File: config.mk
export PLATFORM = sky130hd
export DESIGN_NAME = alu_op_sequencer
export DESIGN_NICKNAME = d
export VERILOG_FILES = /design/src/rtl/alu_op_sequencer.sv
export SDC_FILE = /design/constraint.sdc
export NUM_CORES = 1
export LEC_CHECK = 0
export CORE_UTILIZATION = 35
export CTS_CLUSTER_SIZE = 12
export DETAILED_ROUTE_END_ITERATION = 10
export MAX_ROUTING_LAYER = met4
export PLACE_DENSITY = 0.87
export SLEW_MARGIN = 10
export SYNTH_ARGS = -nofsm -noshare
export SYNTH_HDL_FRONTEND = slang
export SYNTH_SLANG_ARGS = --single-unit
export TNS_END_PERCENT = 5
File: constraint.sdc
create_clock -name clock -period 3.25 [get_ports clock]
set_input_delay 0.4875 -clock clock [delete_from_list [all_inputs] [get_ports clock]]
set_output_delay 0.4875 -clock clock [all_outputs]
set_load 0.01 [all_outputs]
File: src/rtl/alu_op_sequencer.sv
// alu_op_sequencer: control-step sequencer for two- and three-register ALU instructions.
// Fetches T0-T2 (with memory wait), decodes IR, then drives operand/ALU/write-back strobes T3-T5.

module alu_op_reg_slice #(
  parameter int IDX = 0
) (
  input  logic [3:0] wr_idx,
  input  logic [3:0] rd_idx,
  input  logic       wr_en,
  input  logic       rd_en,
  output logic       r_in,
  output logic       r_out
);
  assign r_in  = wr_en && (wr_idx == 4'(IDX));
  assign r_out = rd_en && (rd_idx == 4'(IDX));
endmodule

module alu_op_sequencer #(
  parameter int WORD  = 32,
  parameter int NREGS = 16,
  parameter int OPW   = 5
) (
  input  logic             clock,
  input  logic             clear,
  input  logic             start,
  input  logic             mem_ready,
  input  logic [WORD-1:0]  ir,
  output logic             busy,
  output logic             done,
  output logic             error,
  output logic             PCout,
  output logic             MARin,
  output logic             IncPC,
  output logic             Zin,
  output logic             Zlowout,
  output logic             PCin,
  output logic             Read,
  output logic             MDRin,
  output logic             MDRout,
  output logic             IRin,
  output logic             Yin,
  output logic [OPW-1:0]   alu_op,
  output logic [NREGS-1:0] r_in,
  output logic [NREGS-1:0] r_out
);
  typedef enum logic [2:0] {
    S_IDLE, S_T0, S_T1, S_T1W, S_T2, S_T3, S_T4, S_T5
  } state_t;

  typedef struct packed {
    logic [OPW-1:0] op;
    logic [3:0]     ra;
    logic [3:0]     rb;
    logic [3:0]     rc;
    logic           bin;
    logic           un;
    logic           legal;
  } dec_t;

  state_t     state;
  dec_t       dec;
  logic       rd_en;
  logic       wr_en;
  logic [3:0] rd_idx;
  logic       unused_ir;

  assign unused_ir = ^ir;

  function automatic logic reg_ok(input logic [3:0] idx);
    return ({1'b0, idx} < 5'(NREGS));
  endfunction

  always_comb begin
    dec       = '0;
    dec.op    = ir[31 -: OPW];
    dec.ra    = ir[26:23];
    dec.rb    = ir[22:19];
    dec.rc    = ir[18:15];
    dec.bin   = (dec.op >= OPW'(3)) && (dec.op <= OPW'(11));
    dec.un    = (dec.op == OPW'(16)) || (dec.op == OPW'(17));
    // unary ops never read rc, so an out-of-range rc does not trap them
    dec.legal = (dec.bin && reg_ok(dec.ra) && reg_ok(dec.rb) && reg_ok(dec.rc)) ||
                (dec.un  && reg_ok(dec.ra) && reg_ok(dec.rb));
  end

  always_ff @(posedge clock or posedge clear) begin
    if (clear) begin
      state <= S_IDLE;
    end else begin
      case (state)
        S_IDLE:  if (start) state <= S_T0;
        S_T0:    state <= S_T1;
        S_T1:    state <= mem_ready ? S_T2 : S_T1W;
        S_T1W:   if (mem_ready) state <= S_T2;
        S_T2:    state <= S_T3;
        S_T3:    state <= dec.legal ? S_T4 : S_IDLE;
        S_T4:    state <= S_T5;
        S_T5:    state <= start ? S_T0 : S_IDLE;
        default: state <= S_IDLE;
      endcase
    end
  end

  always_comb begin
    busy    = (state != S_IDLE);
    done    = 1'b0;
    error   = 1'b0;
    PCout   = 1'b0;
    MARin   = 1'b0;
    IncPC   = 1'b0;
    Zin     = 1'b0;
    Zlowout = 1'b0;
    PCin    = 1'b0;
    Read    = 1'b0;
    MDRin   = 1'b0;
    MDRout  = 1'b0;
    IRin    = 1'b0;
    Yin     = 1'b0;
    alu_op  = '0;
    rd_en   = 1'b0;
    wr_en   = 1'b0;
    rd_idx  = dec.rb;
    case (state)
      S_T0: begin
        PCout = 1'b1;
        MARin = 1'b1;
        IncPC = 1'b1;
        Zin   = 1'b1;
      end
      S_T1: begin
        Zlowout = 1'b1;
        PCin    = 1'b1;
        Read    = 1'b1;
        MDRin   = 1'b1;
      end
      // wait cycles keep the read open but must not reload PC
      S_T1W: begin
        Read  = 1'b1;
        MDRin = 1'b1;
      end
      S_T2: begin
        MDRout = 1'b1;
        IRin   = 1'b1;
      end
      S_T3: begin
        error = !dec.legal;
        Yin   = dec.legal && dec.bin;
        rd_en = dec.legal && dec.bin;
      end
      S_T4: begin
        Zin    = 1'b1;
        alu_op = dec.op;
        rd_en  = 1'b1;
        rd_idx = dec.bin ? dec.rc : dec.rb;
      end
      S_T5: begin
        Zlowout = 1'b1;
        done    = 1'b1;
        wr_en   = 1'b1;
      end
      default: ;
    endcase
  end

  for (genvar i = 0; i < NREGS; i++) begin : g_reg
    alu_op_reg_slice #(.IDX(i)) u_slice (
      .wr_idx (dec.ra),
      .rd_idx (rd_idx),
      .wr_en  (wr_en),
      .rd_en  (rd_en),
      .r_in   (r_in[i]),
      .r_out  (r_out[i])
    );
  end
endmodule

==> reports/results.md <==
| Result | This run | Unit |
| --- | --- | --- |
| Result of the run | completed | - |
| Static leakage | 0.601 | nW |
| WP data required | 2.76 | ns |
| Number of nets in the synthesized netlist | 189 | - |
| Period Utilization, post-route | 96.8 | % |
| Clock-pin slew of the registers on the worst-case setup and hold paths | 0.04 | ns |
| Worst Path Class, Setup | in2out | - |
| Most frequent cells in the layout | 71 x clkdlybuf4s50_1, 21 x nor2_1, 14 x nor3_1, 10 x a21oi_1, 8 x nand2_1 | - |
| Post-cts resize count | 0 | - |
| Data arrival, critical path | 2.66 | ns |
| Total count of hold-check failures in the final report | 0 | - |
| Via count of the first global-routing pass | 962 | - |
| Most common cell type on the critical path | clkdlybuf4s50_1 | - |
| Slowest Stage Delay on Critical Path | 0.55 | ns |
| Die Area | 0.00319 | mm² |
| ANT nets after route | 0 | - |
| Max-slew violations | 0 | - |
| Standard-cell rows | 19 | - |
| Commonest non-fill, non-tap cell in the layout | clkdlybuf4s50_1 | - |
| Total of hold buffers inserted after clock tree synthesis | 0 | - |
| Number of detailed-route iterations in the first pass | 4 | - |
| Slowest library cell on the worst path | clkdlybuf4s50_1 | - |
| Class of the tightest hold or removal check | in2async | - |
| DR WL met2 | 1.22 | mm |
| Synth Area per Inst | 6.78 | µm² |
| Synth Area in Adders | 0 | % |
| Num ports | 87 | - |
| Area of the placeable core | 0.00278 | mm² |
| Synth Area in Simple Gates | 37.9 | % |
| Internal power summed over all cells | 0.372 | mW |
| Highest metal layer used by the detailed router | met4 | - |
| Power density over the cells | 423 | mW/mm² |
| Count of flip-flops with a built-in enable after synthesis | 0 | - |
| Wire length on met1 | 1.07 | mm |
| Total routing usage reported by global routing | 16.5 | % |
| Top reg by flops | state | - |
| Slew of the pin with the lowest slew margin | 0.394 | ns |
| Clock tree skew after final layout | 0.00338 | ns |
| Xor and xnor fraction of the mapped netlist area | 0 | % |
| Cell chain of the critical path | clkdlybuf4s50_1 > a21oi_2 > nand4_4 > or3b_4 > a21oi_1 > clkdlybuf4s50_1 | - |
| Htree depth | 1 | - |
| Minimum clock period after layout | 3.14 | ns |
| Insertion delay to the later sink of the worst-skew pair | 0.23 | ns |
| First element of the critical path | ir[29] | - |
| Critical R2R Launch | state[2]$_DFFE_PP0P_ | - |
| Combinational family with the most area after synthesis | simple AND/OR/NAND/NOR gates | - |
| Type of element capturing the critical path | output pin | - |
| Largest area contributor in the synthesized netlist | buf_4 | - |
| Global route total overflow | 0 | - |
| Most frequently used flop master after synthesis | dfrtp_1 | - |
| Antenna diode instance count | 0 | - |
| Number of warning messages in the yosys log | 0 | - |
| Met3 Wirelength | 223 | µm |
| Mapped Cells | 153 | - |
| Final Wtd Congestion | 0.780 | - |
| Part of the total power dissipated in sequential elements | 14.8 | % |
| Largest register FFs | 3 | - |
| Unrepaired setup endpoints after global routing | false | - |
| Maximum number of pins on one net before global-route repair | 18 | - |
| Via density | 5.06 | - |
| Post-Route Setup TNS | 0 | ns |
| Per-cell routed wire length | 11.3 | µm |
| Overall via count from detail_route | 1139 | - |
| Count of max-cap constraint violations | 0 | - |
| Max Root-Sink Buffers | 2 | - |
| Post-synthesis instance area | 0.00104 | mm² |
| Flip-flop and latch count after synthesis | 3 | - |
| Yosys top cell area share | 26.1 | % |
| Net switching share of the total power | 44.1 | % |
| Synth-to-Final Area Change | 51.5 | % |
| Initial core utilization | 37.3 | % |
| Antenna violations before repair | 0 | - |
| CTS Buf Count | 3 | - |
| Layout Utilization | 56.5 | % |
| Share of power burned in combinational logic | 75.4 | % |
| Endpoint of the worst-slack reg-to-reg timing path | state[0]$_DFFE_PP0P_ | - |
| Power dissipated by switching net loads | 0.293 | mW |
| Mux cell area share after synthesis | 7.36 | % |
| Clock power share | 9.8 | % |
| Area contributors post-synth | buf_4 26%, nor2_1 7.6%, dfrtp_1 7.2% | - |
| Die extent in y | 56.4 | µm |
| Critical Path Start Type | input port | - |
| DRC Markers | 0 | - |
| Die W | 56.4 | µm |
| Number of nets in the layout | 231 | - |
| CP Max Fanout | 6 | - |
| Detailed router's first-iteration violation count | 58 | - |
| Routed WL | 2.53 | mm |
| Share of layout cells above drive strength 1 | 10.8 | % |
| Clock tree from TritonCTS | built | - |
| Largest registers | state: 3 flops | - |
| Netlist cell types | 37 | - |
| Share of the synthesized area in compound gates (AO/OA/AOI/OAI) | 17.6 | % |
| First-pass GRT wire length | 4.11 | mm |
| Root Buffer | clkbuf_4 | - |
| Max-slew headroom | 73.4 | % |
| Final setup violation count | 0 | - |
| HPWL after detailed placement | 2.13 | mm |
| Peak supply drop | 457 | µV |
| Post-CTS setup buffers | 0 | - |
| Proportion of register bits with asynchronous set or reset after synthesis | 100 | % |
| Depth of the worst register-to-register path | 4 | - |
| Achievable clock frequency | 318 | MHz |
| Reg2reg setup slack | 2.07 | ns |
| Port Buffer Count | 71 | - |
| Clock sinks | 3 | - |
| Sequential-to-total area share from yosys stat | 7.24 | % |
## logic make-up (layout without fill, tap and decap cells)
logic type,Yosys count,count (layout)
simple gates,73,73
buf+inv,44,85
compound gates,26,26
mux,7,7
flops,3,3
## layer usage
layer | GRT usage [%] | vias up
met5 | - | -
met4 | 6.27 | 0
met3 | 5.30 | 2
met2 | 26.9 | 53
met1 | 18.7 | 501
li1 | - | 583
## how the worst max path moves through the flow
stage                endpoint  slack [ns]  cells past startpoint
floorplan            r_out[4]        1.04                      6
global placement    r_out[11]        0.15                      7
detailed placement   r_out[3]        0.12                      8
CTS                  r_out[3]        0.12                      7
global route         r_out[1]        0.01                      8
finish               r_out[5]        0.11                      6
## worst max-delay path: cells and delay by family
family	cells	cell delay, ns
buffers and inverters	2	1.05
AO/OA/AOI/OAI	2	0.49
AND/OR/NAND/NOR	2	0.62
## cell usage after synthesis, types with 2 or more instances
library cell and instances:
clkbuf_1 2, buf_2 2, and3_1 5, a21oi_1 10, nor2_1 21, nor2b_1 6, buf_4 36, nand2b_1 4
o21ai_0 3, mux2i_1 5, nand2_1 8, nor3_1 14, nand3_1 2, or3_1 3, nor4_1 3, a21o_1 2
dfrtp_1 3, nand3b_1 2, o21a_1 2, inv_1 3
## power by group through the flow
stage | registers (mW) | logic, mW | clock network [mW]
2_1_floorplan | 0.0692 | 0.333 | 0
3_3_place_gp | 0.0996 | 0.496 | 0
3_5_place_dp | 0.100 | 0.503 | 0
4_1_cts | 0.0989 | 0.505 | 0.0689
5_1_grt | 0.103 | 0.546 | 0.0795
6_report | 0.0986 | 0.502 | 0.0653
## per-stage QoR
stage | cells | total power, mW | setup slack, ns | hold WS, ns | cell area [µm²]
floorplan | 153 | 0.402 | 1.04 | 0.241 | 1040
global placement | 221 | 0.596 | 0.148 | 0.662 | 1540
detailed placement | 221 | 0.603 | 0.124 | 0.666 | 1540
CTS | 225 | 0.672 | 0.122 | 0.413 | 1570
global route | 225 | 0.728 | 0.0113 | 0.399 | 1570
finish | 225 | 0.665 | 0.105 | 0.417 | 1570
## area by class of cell
type / count / area [µm²]
clock buffers: 4 / 26.3
repair buffers: 78 / 763
multi-input cells: 106 / 657
flip-flops and latches: 3 / 75.1
well taps: 31 / 38.8
inverters: 3 / 11.3
fillers: 267 / 1210
(Power assumes the default switching activity.)
